`config.mk`:
```
export PLATFORM = sky130hd
export DESIGN_NAME = bcd_countdown_timer
export DESIGN_NICKNAME = d
export VERILOG_FILES = /design/src/rtl/timer_pkg.sv /design/src/rtl/bcd_down_digit.sv /design/src/rtl/bcd_countdown_timer.sv
export SDC_FILE = /design/constraint.sdc
export NUM_CORES = 1
export LEC_CHECK = 0
export CORE_MARGIN = 2
export CORE_UTILIZATION = 45
export CTS_CLUSTER_DIAMETER = 100
export DETAILED_ROUTE_END_ITERATION = 7
export PLACE_DENSITY = 0.8
export SYNTH_ARGS = -nofsm -noshare
export SYNTH_HDL_FRONTEND = slang
export SYNTH_SLANG_ARGS = --single-unit
```
`constraint.sdc`:
```
create_clock -name c -period 5.2 [get_ports c]
set_input_delay 0.78 -clock c [delete_from_list [all_inputs] [get_ports c]]
set_output_delay 0.78 -clock c [all_outputs]
set_load 0.01 [all_outputs]
```
`src/rtl/timer_pkg.sv`:
```
// Purpose: shared constants, state type and digit-clamp helper for the BCD countdown timer.
// Latency: none; this file holds declarations only.
// Backpressure: not applicable.
package timer_pkg;

  // State encoding, shared with anything that decodes the timer state
  localparam logic [1:0] S_IDLE  = 2'd0;
  localparam logic [1:0] S_RUN   = 2'd1;
  localparam logic [1:0] S_PAUSE = 2'd2;
  localparam logic [1:0] S_DONE  = 2'd3;

  // Per-digit moduli: decimal digits wrap at 9, seconds tens wraps at 5
  localparam logic [3:0] DIG_MAX9 = 4'd9;
  localparam logic [3:0] DIG_MAX5 = 4'd5;

  // Whole-display constants in {m10,m1,s10,s1} order
  localparam logic [15:0] ZERO_T = 16'h0000;
  // The only value whose single-second decrement lands on 00:00
  localparam logic [15:0] LAST_T = 16'h0001;

  typedef enum logic [1:0] {
    ST_IDLE  = S_IDLE,
    ST_RUN   = S_RUN,
    ST_PAUSE = S_PAUSE,
    ST_DONE  = S_DONE
  } state_e;

  // Clamp a preloaded digit to its modulus so illegal BCD never enters the chain
  function automatic logic [3:0] clamp_digit(input logic [3:0] v, input logic [3:0] mx);
    return (v > mx) ? mx : v;
  endfunction

endpackage

```
`src/rtl/bcd_down_digit.sv`:
```
// Purpose: one BCD down-counting digit with clamped load and borrow ripple to the next digit.
// Latency: q updates on the edge after ld or bi; bo is combinational from bi and q.
// Backpressure: none; a decrement request (bi) is always accepted.
module bcd_down_digit
  import timer_pkg::*;
(
  input  logic       c,
  input  logic       r,
  input  logic       ld,
  input  logic [3:0] d,
  input  logic       bi,
  input  logic [3:0] max,
  output logic [3:0] q,
  output logic       bo
);

  // Borrow propagates only when this digit is asked to step down from zero
  assign bo = bi & (q == 4'd0);

  // Digit register: reset > clamped load > decrement with wrap to the modulus
  always_ff @(posedge c) begin
    if (r) begin
      q <= 4'd0;
    end else if (ld) begin
      q <= clamp_digit(d, max);
    end else if (bi) begin
      q <= (q == 4'd0) ? max : q - 4'd1;
    end
  end

endmodule

```
`src/rtl/bcd_countdown_timer.sv`:
```
// Purpose: MM:SS BCD countdown timer with IDLE/RUN/PAUSE/DONE control and a completion pulse.
// Latency: ld and go take effect on the next edge; a tick in RUN updates t on the same edge.
// Backpressure: none; ticks outside RUN are dropped, control inputs resolve by r > ld > hold > go > e.
module bcd_countdown_timer
  import timer_pkg::*;
(
  input  logic        c,
  input  logic        r,
  input  logic        e,
  input  logic        ld,
  input  logic [15:0] d,
  input  logic        go,
  input  logic        hold,
  output logic [15:0] t,
  output logic        run,
  output logic        done,
  output logic        zp
);

  state_e state_q;
  state_e state_nxt;
  logic   zp_nxt;

  logic [3:0] s1_q;
  logic [3:0] s10_q;
  logic [3:0] m1_q;
  logic [3:0] m10_q;

  logic dec;
  logic b_s1;
  logic b_s10;
  logic b_m1;
  logic bo_m10;
  logic unused_borrow;

  // Only a tick in RUN that is not overridden by hold starts the borrow chain;
  // ld and r take priority inside each digit.
  assign dec = e & (state_q == ST_RUN) & ~hold;

  // Reaching 00:00 from RUN always exits RUN, so m10 can never actually borrow
  assign unused_borrow = bo_m10;

  bcd_down_digit u_s1 (
    .c(c), .r(r), .ld(ld), .d(d[3:0]), .bi(dec), .max(DIG_MAX9),
    .q(s1_q), .bo(b_s1)
  );

  bcd_down_digit u_s10 (
    .c(c), .r(r), .ld(ld), .d(d[7:4]), .bi(b_s1), .max(DIG_MAX5),
    .q(s10_q), .bo(b_s10)
  );

  bcd_down_digit u_m1 (
    .c(c), .r(r), .ld(ld), .d(d[11:8]), .bi(b_s10), .max(DIG_MAX9),
    .q(m1_q), .bo(b_m1)
  );

  bcd_down_digit u_m10 (
    .c(c), .r(r), .ld(ld), .d(d[15:12]), .bi(b_m1), .max(DIG_MAX9),
    .q(m10_q), .bo(bo_m10)
  );

  assign t = {m10_q, m1_q, s10_q, s1_q};

  // Next-state and completion-pulse decode; zero is detected on the current
  // value so done and zp land on the same edge as t reaching 0000
  always_comb begin
    state_nxt = state_q;
    zp_nxt    = 1'b0;
    if (ld) begin
      state_nxt = ST_IDLE;
    end else begin
      unique case (state_q)
        ST_IDLE: begin
          if (go) begin
            if (t == ZERO_T) begin
              state_nxt = ST_DONE;
              zp_nxt    = 1'b1;
            end else begin
              state_nxt = ST_RUN;
            end
          end
        end
        ST_RUN: begin
          if (hold) begin
            state_nxt = ST_PAUSE;
          end else if (e && (t == LAST_T)) begin
            state_nxt = ST_DONE;
            zp_nxt    = 1'b1;
          end
        end
        ST_PAUSE: begin
          if (go) begin
            state_nxt = ST_RUN;
          end
        end
        ST_DONE: begin
          state_nxt = ST_DONE;
        end
        default: begin
          state_nxt = ST_IDLE;
        end
      endcase
    end
  end

  // State and status flags are registered so run/done/zp have no input-to-output path
  always_ff @(posedge c) begin
    if (r) begin
      state_q <= ST_IDLE;
      run     <= 1'b0;
      done    <= 1'b0;
      zp      <= 1'b0;
    end else begin
      state_q <= state_nxt;
      run     <= (state_nxt == ST_RUN);
      done    <= (state_nxt == ST_DONE);
      zp      <= zp_nxt;
    end
  end

endmodule

```
After elaboration in Yosys (flattened, before gate mapping)
Index checks and enable logic that the tools add are counted.
- register bits after elaboration: 21
- bits of input ports: 22
- output and inout bits: 19
- word-level logic and storage cells: 68
- add/subtract/negate cells: 4
- order comparisons: 4
- eq/ne operators: 6
- muxes and demuxes: 28
- bitwise logic cells: 6
- reductions and logical operators: 12
- operators with widths (cell ; number):
    $mux 4 ; 16
    $eq 16x1->1 const B ; 1
    $logic_not 16->1 ; 1
    $logic_not 4->1 ; 4
    $sub 4x1->4 const B ; 4
    $gt 4x4->1 const B ; 3
    $mux 2 ; 6
    $pmux 2 s4 ; 1
    $reduce_bool 2->1 ; 4
    $eq 2x2->1 const B ; 3
    $and 1x1->1 ; 5
    $eq 2x1->1 const B ; 2
    $gt 4x3->1 const B ; 1
    $mux 1 ; 4
    $logic_not 2->1 ; 1
    $pmux 1 s2 ; 1
    $reduce_or 2->1 ; 1
    $logic_and 1x1->1 ; 1
    $not 1->1 ; 1

Logic depth before layout (Yosys ltp)
- depth in word-level cells: 8
- depth in mapped cells: 5

Hierarchy
Synthesis repeated with hierarchy kept, for this count alone.
- cells, all modules: 304
- area total of the unflattened synthesis: 2378.5 um2
- by module, submodules not included (module ; times used ; cells each ; area an instance (um2) ; seq. area each (um2)):
    bcd_down_digit ; 4 ; 68 ; 525.5 ; 80.1
    bcd_countdown_timer ; 1 ; 32 ; 276.5 ; 100.1

Worst setup path after synthesis
OpenSTA, ideal clock, no wires.
- path type: input-to-reg
- start point: input port hold
- end point: register u_m10.q[3]
- library setup time: 91 ps
- arrival time: 2025 ps
- required time: 5109 ps
- slack: 3084 ps
- cell stages on the path: 5
- cell sequence: nand4bb_1 > buf_2 > or2_4 > or4_1 > a311oi_1
- word-level cells in the longest chain between the ends: 6
- RTL lines (what ; RTL line ; RTL):
    start: declaration ; bcd_countdown_timer.sv:13 ; input logic hold,
    $not 1->1 ; bcd_countdown_timer.sv:38 ; assign dec = e & (state_q == ST_RUN) & ~hold;
    $and 1x1->1 ; bcd_countdown_timer.sv:38 ;
    $and 1x1->1 (3 in a row) ; bcd_down_digit.sv:18 ; assign bo = bi & (q == 4'd0);
    $reduce_bool 2->1 (no source line) ; - ;
    end signal: assignment ; bcd_down_digit.sv:25 ; q <= clamp_digit(d, max);
    end signal: assignment ; bcd_down_digit.sv:27 ; q <= (q == 4'd0) ? max : q - 4'd1;
    end: declaration ; bcd_down_digit.sv:13 ; output logic [3:0] q,
Every way passes these cells.
A chain may end at the register's enable or synchronous reset.

Final worst setup path
Ends and elaborated chain as after synthesis.

==> flow_summary.ini <==
[clock_network]
cts_made_buffers = 3
cts_root_buf = clkbuf_4
insertion_delay_ps = 310
clkSlewWorstSetupHoldPaths_ps = 120
cts_max_level = 1
post_cts_buffers = 0
cts_resized = 0
clockBufferDepth = 2
cts_tree = built
clock-sinks = 21
postCtsHoldBufs = 0

[critical_path]
worst-path-stages = 5
path_cells = clkdlybuf4s50_1, nand4bb_1, or2_4, or4_1, a311oi_1
cp-end-kind = register
cpPeakStageDelay_ps = 480
cp.required_ps = 5430
worstPathMaxFanout = 10
crit_buf_inv = 1
r2r_slack_ps = 3190
cp_slowest_cell = or4_1
r2r_end = u_m10.q[3]
cp_top_family = simple AND/OR/NAND/NOR gates
cp-start-kind = input port
timing.rr.start = state_q[0]
rr_worst_depth = 4
worstSetupPathType = in2reg
cp_data_arrival_time_ps = 2780
cp-startpoint = hold

[timing]
finalCritPeriodShare_pct = 49.1
fin_crit_ps = 2550
setup_viol = 0
slew_headroom_pct = 59.8
drv_slew = 0
max_freq_mhz = 392
setup_tns_ps = 0
rsz0062_at_grt = false
finalHoldViolations = 0
setup_slack_ps = 2650
tightest_slew_ps = 602
clock_skew_ps = 9.38

[synthesis]
syn_nets = 164
yosys_warnings = 0
ys_dominant_reg_cell = dfxtp_1
synthTopCellsByArea = dfxtp_1 36%, nor2_1 4.5%, a21oi_1 3.8%
synth-edff-count = 0
synth_cell_types = 51
synth.top_cell.area_share_pct = 35.8
synthesis.area_mm2 = 0.00117
seq_area_frac_synth_pct = 35.8
ys_ff_latch = 21
async_flop_share_pct = 0
yosys.area.top_type = dfxtp_1
synthCells = 142
synth.avg_cell_area_um2 = 8.27

[run]
max_cap_viol_count = 0

[cells_and_area]
mostFrequentLayoutCells = 40 x clkdlybuf4s50_1, 21 x dfxtp_1, 14 x nor2_1, 10 x nand2_1, 9 x a21oi_1
final_area_mm2 = 0.00161
area_delta_synth_final_pct = 37.3
nets = 202
utilization_pct = 65.1
n_antenna_cell = 0
final_common_cell = clkdlybuf4s50_1
drive_gt1_share_pct = 5.59

[drt]
vias = 1273
wl_per_cell_um = 15.4
via_per_inst = 6.09
drc = 0
antenna_left = 0
first_pass_iters = 4
drt_iter0_markers = 35
routed_wl_mm = 3.21

[hold_path]
min_to = u_s10.q[3]
holdPathStages = 2
worstHoldStart = u_s10.q[3]
hold_class = reg2reg

[power_and_ir_drop]
vdd_ir_drop_max_v = 0.000200
p_per_area_mw_per_mm2 = 215
leakagePower_nw = 0.576

[place]
port_buffers = 40
post_dp_cell_area_mm2 = 0.00159
place_ws_ps = 2290
gp_congestion = 0.847
dpl.hpwl_mm = 2.43

[outcome]
run_status = finished clean

[die]
die_y_um = 55.1
die_area_mm2 = 0.00304
coreArea_mm2 = 0.00248
fp-row-count = 18
ios = 41
die_x_um = 55.1
initial_utilization_pct = 47.4

[grt]
grt_pass1_vias = 1207
grt_max_degree = 22
overflow = 0
grt_pass1_wl_mm = 5.24
antenna_found_initial = 0
grt_usage_pct = 24.0
==> metrics by stage <==
stage | hold slack [ps] | total power, mW | cells
after floorplan | 502 | 0.226 | 142
after global placement | 493 | 0.269 | 205
after detailed placement | 490 | 0.271 | 205
after CTS | 511 | 0.348 | 209
after global routing | 548 | 0.369 | 209
final | 508 | 0.347 | 209
==> worst register-to-register path, cell delays in order, from the launching register on <==
cell and delay (ps):
dfxtp_1 440, nand4bb_1 370, or2_4 390, or4_1 480, a311oi_1 250
==> flip-flops by register name, indices dropped and copies added, names as in the netlist <==
signal / flops
u_s1.q: 4
run: 1
state_q: 2
zp: 1
done: 1
u_s10.q: 4
u_m1.q: 4
u_m10.q: 4
==> layer usage <==
metal | track usage, % | part of all wire, %
met1 | 28.0 | 42
met2 | 43.3 | 51
met3 | 5.91 | 6.5
met4 | 6.91 | 1.2
met5 | 0 | 0
==> Yosys cell counts (2+ instances only) <==
master and count:
dfxtp_1 21, nor2_1 14, nand2_1 10, a21oi_1 9, inv_1 6, o21ai_0 6, clkbuf_1 5, o31ai_1 5
a211oi_1 4, nand3_1 4, a311oi_1 3, nor4_1 3, o211ai_1 3, o22ai_1 3, or3_1 3, xnor2_1 3
a221oi_1 2, mux2i_1 2, nand2b_1 2, nor3_1 2, nor3_2 2
==> power by group <==
part / total [mW] / leakage, nW / switching (mW) / internal (mW)
combinational: 0.0832 / 0.385 / 0.0373 / 0.0459
sequential: 0.185 / 0.173 / 0.0148 / 0.170
clock: 0.0792 / 0.0177 / 0.0504 / 0.0288
==> cells by family after synthesis <==
logic type | after synthesis | synth area share [%]
xor gates and xnor gates | 3 | 2.24
DFF | 21 | 35.8
buffers and inverters | 13 | 4.26
muxes | 2 | 1.70
and+or+nand+nor | 57 | 28.5
AOI/OAI and AO/OA | 46 | 27.5
==> area by class of cell <==
| type | count | area (um2) |
|---|---|---|
| clock buffers | 3 | 22.5 |
| inverters | 6 | 22.5 |
| multi-input cells | 108 | 704 |
| flip-flops and latches | 21 | 420 |
| well taps | 30 | 37.5 |
| clock inverters | 1 | 5.00 |
| repair buffers | 40 | 400 |
| fillers | 222 | 865 |
==> worst max-delay path by stage <==
stage,to,slack (ps)
6_report,u_m10.q[3],2650
5_1_grt,u_m10.q[3],2570
4_1_cts,u_m10.q[3],2630
3_5_place_dp,u_m10.q[3],2290
3_3_place_gp,u_m10.q[3],2420
2_1_floorplan,u_m10.q[3],3080
No activity file was read; power rests on OpenSTA's default activity.
